`config.mk`:
```
export PLATFORM = sky130hd
export DESIGN_NAME = ysyx_24090018_inst_fetch
export DESIGN_NICKNAME = d
export VERILOG_FILES = /design/src/rtl/ysyx_24090018_inst_fetch.sv
export SDC_FILE = /design/constraint.sdc
export NUM_CORES = 1
export LEC_CHECK = 0
export BUFFER_PORTS_ARGS = -buffer_cell sky130_fd_sc_hd__buf_2
export CAP_MARGIN = 20
export CORE_UTILIZATION = 45
export DETAILED_ROUTE_END_ITERATION = 10
export PLACE_DENSITY = 0.76
export RECOVER_POWER = 50
export SETUP_SLACK_MARGIN = 0.4
export SYNTH_ARGS = -nofsm -noshare
export SYNTH_HDL_FRONTEND = slang
export SYNTH_SLANG_ARGS = --single-unit
```
`constraint.sdc`:
```
create_clock -name clk -period 6.15 [get_ports clk]
set_clock_uncertainty 0.2 [all_clocks]
set_input_delay 0.9225 -clock clk [delete_from_list [all_inputs] [get_ports clk]]
set_output_delay 0.9225 -clock clk [all_outputs]
set_load 0.05 [all_outputs]
```
`src/rtl/ysyx_24090018_inst_fetch.sv`:
```
// Instruction fetch stage: one outstanding read over an AR/R channel, then the fetched
// instruction is handed to the datapath over a valid/ready handshake.
module ysyx_24090018_inst_fetch #(
    parameter int          ADDR_W   = 32,
    parameter int          DATA_W   = 32,
    parameter logic [31:0] NOP_INST = 32'h00000013
) (
    input  logic              clk,
    input  logic              rst,
    input  logic [ADDR_W-1:0] pc_i,
    output logic [DATA_W-1:0] inst_o,
    output logic              inst_valid_o,
    input  logic              inst_ready_i,
    output logic              fetch_err_o,
    output logic [31:0]       fetch_cnt_o,
    output logic [ADDR_W-1:0] araddr_o,
    output logic              arvalid_o,
    input  logic              arready_i,
    input  logic [DATA_W-1:0] rdata_i,
    input  logic [1:0]        rresp_i,
    input  logic              rvalid_i,
    output logic              rready_o
);

    typedef enum logic [1:0] {
        S_IDLE,
        S_ADDR,
        S_DATA,
        S_HOLD
    } state_t;

    localparam logic [DATA_W-1:0] NOP_W = DATA_W'(NOP_INST);

    state_t              r_state;
    state_t              w_next;
    logic [ADDR_W-1:0]   r_addr;
    logic [DATA_W-1:0]   r_inst;
    logic                r_err;
    logic [31:0]         r_cnt;

    logic                w_ar_fire;
    logic                w_r_fire;
    logic                w_inst_fire;

    always_comb begin
        w_ar_fire   = (r_state == S_ADDR) && arready_i;
        w_r_fire    = (r_state == S_DATA) && rvalid_i;
        w_inst_fire = (r_state == S_HOLD) && inst_ready_i;
    end

    always_comb begin
        w_next = r_state;
        unique case (r_state)
            S_IDLE:  w_next = S_ADDR;
            S_ADDR:  if (w_ar_fire)   w_next = S_DATA;
            S_DATA:  if (w_r_fire)    w_next = S_HOLD;
            S_HOLD:  if (w_inst_fire) w_next = S_IDLE;
            default: w_next = S_IDLE;
        endcase
    end

    always_ff @(posedge clk) begin
        if (!rst) begin
            r_state <= S_IDLE;
            r_addr  <= '0;
            r_inst  <= NOP_W;
            r_err   <= 1'b0;
            r_cnt   <= '0;
        end else begin
            r_state <= w_next;
            // The IDLE bubble gives the PC register a cycle to settle before it is captured.
            if (r_state == S_IDLE) begin
                r_addr <= pc_i;
            end
            if (w_r_fire) begin
                r_inst <= rdata_i;
                r_err  <= (rresp_i != 2'b00);
            end
            if (w_inst_fire) begin
                r_cnt <= r_cnt + 32'd1;
            end
        end
    end

    always_comb begin
        arvalid_o    = (r_state == S_ADDR);
        araddr_o     = r_addr;
        rready_o     = (r_state == S_DATA);
        inst_valid_o = (r_state == S_HOLD);
        inst_o       = (r_state == S_HOLD) ? r_inst : NOP_W;
        fetch_err_o  = (r_state == S_HOLD) && r_err;
        fetch_cnt_o  = r_cnt;
    end

endmodule

```
==> flow_metrics.py <==
metrics = {
    "die": {
        "initial_core_util": 0.469,
        "fp.dieArea_sq_um": 9520,
        "rows": 34,
        "pin_count": 171,
        "die_w_microns": 97.6,
        "die_h_microns": 97.6,
        "core_sq_um": 8760,
    },
    "global_route": {
        "grt_pass1_wl_microns": 16400,
        "antenna_found_initial": 0,
        "grt.total_usage": 0.208,
        "grt_pass1_vias": 3614,
        "overflow": 0,
        "grt_start_max_net_pins": 69,
    },
    "critical_path": {
        "critPathMaxFanout": 68,
        "crit_type": "primary input to flop",
        "start_kind": "primary input",
        "required_ns": 6.07,
        "critPathArrivalTime_ns": 4.05,
        "endpoint_kind": "flop",
    },
    "finish": {
        "fillerInstances": 859,
        "fin_util": 0.588,
        "layout-drive-gt1-share": 0.207,
        "syn2layout_area_growth_pct": 25.2,
        "final_cells": 745,
        "fin_nets": 709,
        "diodes": 0,
    },
    "power": {
        "swShare": 0.391,
        "p_sw_w": 0.000711,
        "leakage_nw": 2.18,
        "vdd_drop_max_mv": 0.203,
        "pwr_density_cell_nw_per_um2": 353,
        "p_int_w": 0.00111,
        "seq_power_share": 0.429,
        "p_clk_frac": 0.229,
        "power.total_w": 0.00182,
        "pwr-share-comb": 0.343,
    },
    "clocking": {
        "root_buffer": "clkbuf_8",
        "cts_sinks": 99,
        "clkLatencyLatePin_ns": 0.36,
        "cts_buffers": 9,
        "clockBufferDepth": 2,
        "cts_tree": "done",
        "clk_pin_slew_ns": 0.10,
        "cts-htree-levels": 3,
        "cts-resized-gates": 0,
        "hold_buffers": 0,
        "post_cts_buffers": 0,
    },
    "placed_design": {
        "gp_congestion": 0.750,
        "io_buffers": 170,
        "dpl.hpwl_microns": 6910,
        "dpl.cell_count": 726,
        "pre_cts_ws_ns": 2.79,
    },
    "detailed_routing": {
        "routed_wl_microns": 9930,
        "dr.pass1.iters": 4,
        "post_drt_wl_per_cell_microns": 13.3,
        "via_count": 3858,
        "via_per_inst": 5.18,
        "ant_nets": 0,
        "drc": 0,
        "initialDrtViolationCount": 165,
    },
    "synthesis": {
        "synth.distinct_cells": 29,
        "synth-seq-area-share": 0.482,
        "ys_seq_elements": 99,
        "syn_nets": 557,
        "syn-cell-area_sq_um": 4110,
        "yosys_warnings": 0,
        "synthCells": 480,
        "syn_area_per_cell_sq_um": 8.57,
    },
    "hold_path": {
        "hp-class": "flop to flop",
    },
    "sta": {
        "period_needed_ns": 4.13,
        "post-route-period-util": 0.671,
        "setup_tns_ns": 0,
        "rsz0062_at_grt": "false",
        "setup_viol": 0,
        "max_freq_ghz": 0.242,
        "drv_slew": 102,
        "hold_viol_final": 0,
        "slew_headroom": -0.989,
        "worst_slew_pin_slew_ns": 2.98,
        "setup_slack_ns": 2.02,
    },
    "flow_run": {
        "drv_cap": 2,
    },
    "status": {
        "outcome": "finished with violations",
        "violations": "capacitance limit, slew limit",
    },
}
[layout make-up]
cell class              instances  area [sq um]  area share
clock buffers                  10           128      0.0248
multi-input cells             336          1950       0.379
inverters                      12          45.0     0.00875
repair buffers                174           842       0.164
well taps                     108           135      0.0262
flip-flops and latches         99          1980       0.385
clock inverters                 6          65.1      0.0126
[synth_stat cells (all sizes together)]
master | instances | area [sq um]
ha | 6 | 75.1
a211oi | 1 | 7.51
nand2b | 3 | 18.8
and4 | 4 | 35.0
xnor2 | 4 | 35.0
nand3 | 13 | 70.1
mux2i | 33 | 330
nor3 | 5 | 25.0
a222oi | 1 | 10.0
or3 | 7 | 43.8
o31ai | 16 | 120
a21oi | 53 | 265
nor2 | 44 | 165
clkbuf | 23 | 86.3
xor2 | 4 | 35.0
o21ai | 7 | 35.0
nand4 | 7 | 43.8
clkinv | 1 | 3.75
and2 | 32 | 200
inv | 11 | 41.3
nand2 | 76 | 285
buf | 10 | 46.3
or4 | 18 | 139
and3 | 2 | 12.5
dfxtp | 99 | 1980
[per-layer routing]
metal | global-route usage | vias up | share of wire
met1 | 0.243 | 1792 | 0.42
met2 | 0.358 | 117 | 0.49
met5 | 0 | - | 0
li1 | - | 1939 | -
met3 | 0.0770 | 10 | 0.073
met4 | 0.0554 | 0 | 0.011
[flip-flops by register name, summed over array words and instances (netlist names)]
name	cells
r_state	2
r_inst	32
araddr_o	32
fetch_cnt_o	32
r_err	1
[cells in the final DEF, fill, tap and decap left out, types with 7 or more instances in the layout]
cell / count
inv_1: 12
clkbuf_8: 9
dfxtp_1: 99
or4_1: 17
and2_1: 31
mux2i_1: 33
o31ai_1: 16
nand3_1: 12
a21oi_1: 53
nor2_1: 44
or3_1: 7
buf_2: 113
o21ai_0: 7
nand4_1: 7
nand2_1: 76
clkbuf_1: 60
[metrics by stage]
| step | cell area (sq um) | hold WS [ns] |
|---|---|---|
| final | 5150 | 0.253 |
| after global routing | 5150 | 0.279 |
| after CTS | 5170 | 0.256 |
| after detailed placement | 4970 | 0.242 |
| after global placement | 4970 | 0.236 |
| after floorplan | 4110 | 0.230 |
[logic make-up after synthesis]
logic type / Yosys count / share of synthesized area
AND/OR/NAND/NOR: 211 / 0.253
flip-flops: 99 / 0.482
AO/OA/AOI/OAI: 78 / 0.107
buffers and inverters: 45 / 0.0432
multiplexers: 33 / 0.0803
XOR/XNOR: 8 / 0.0170
adder cells (fa/ha/maj): 6 / 0.0183
[final timing paths]
kind                   start         endpoint  slack, ns  depth (start not counted)
setup / recovery         rst            r_err       2.02                          4
hold / removal    r_inst[14]       r_inst[14]       0.25                          2
setup reg to reg  r_state[0]  fetch_cnt_o[29]       3.38                          5
hold reg to reg   r_inst[14]       r_inst[14]       0.25                          2
[power by group through the flow]
stage / sequential, W / clock (W) / combinational [W]
global route: 0.000792 / 0.000457 / 0.000669
global placement: 0.000787 / 0 / 0.000614
floorplan: 0.00100 / 0 / 0.000279
finish: 0.000780 / 0.000416 / 0.000623
detailed placement: 0.000792 / 0 / 0.000624
CTS: 0.000778 / 0.000430 / 0.000626
[worst max-delay path: stages]
cell and delay, ns:
clkbuf_1 0.11, inv_1 0.67, clkbuf_1 2.16, nor3_1 0.16
Note: power is estimated with default switching activity, not from simulation.
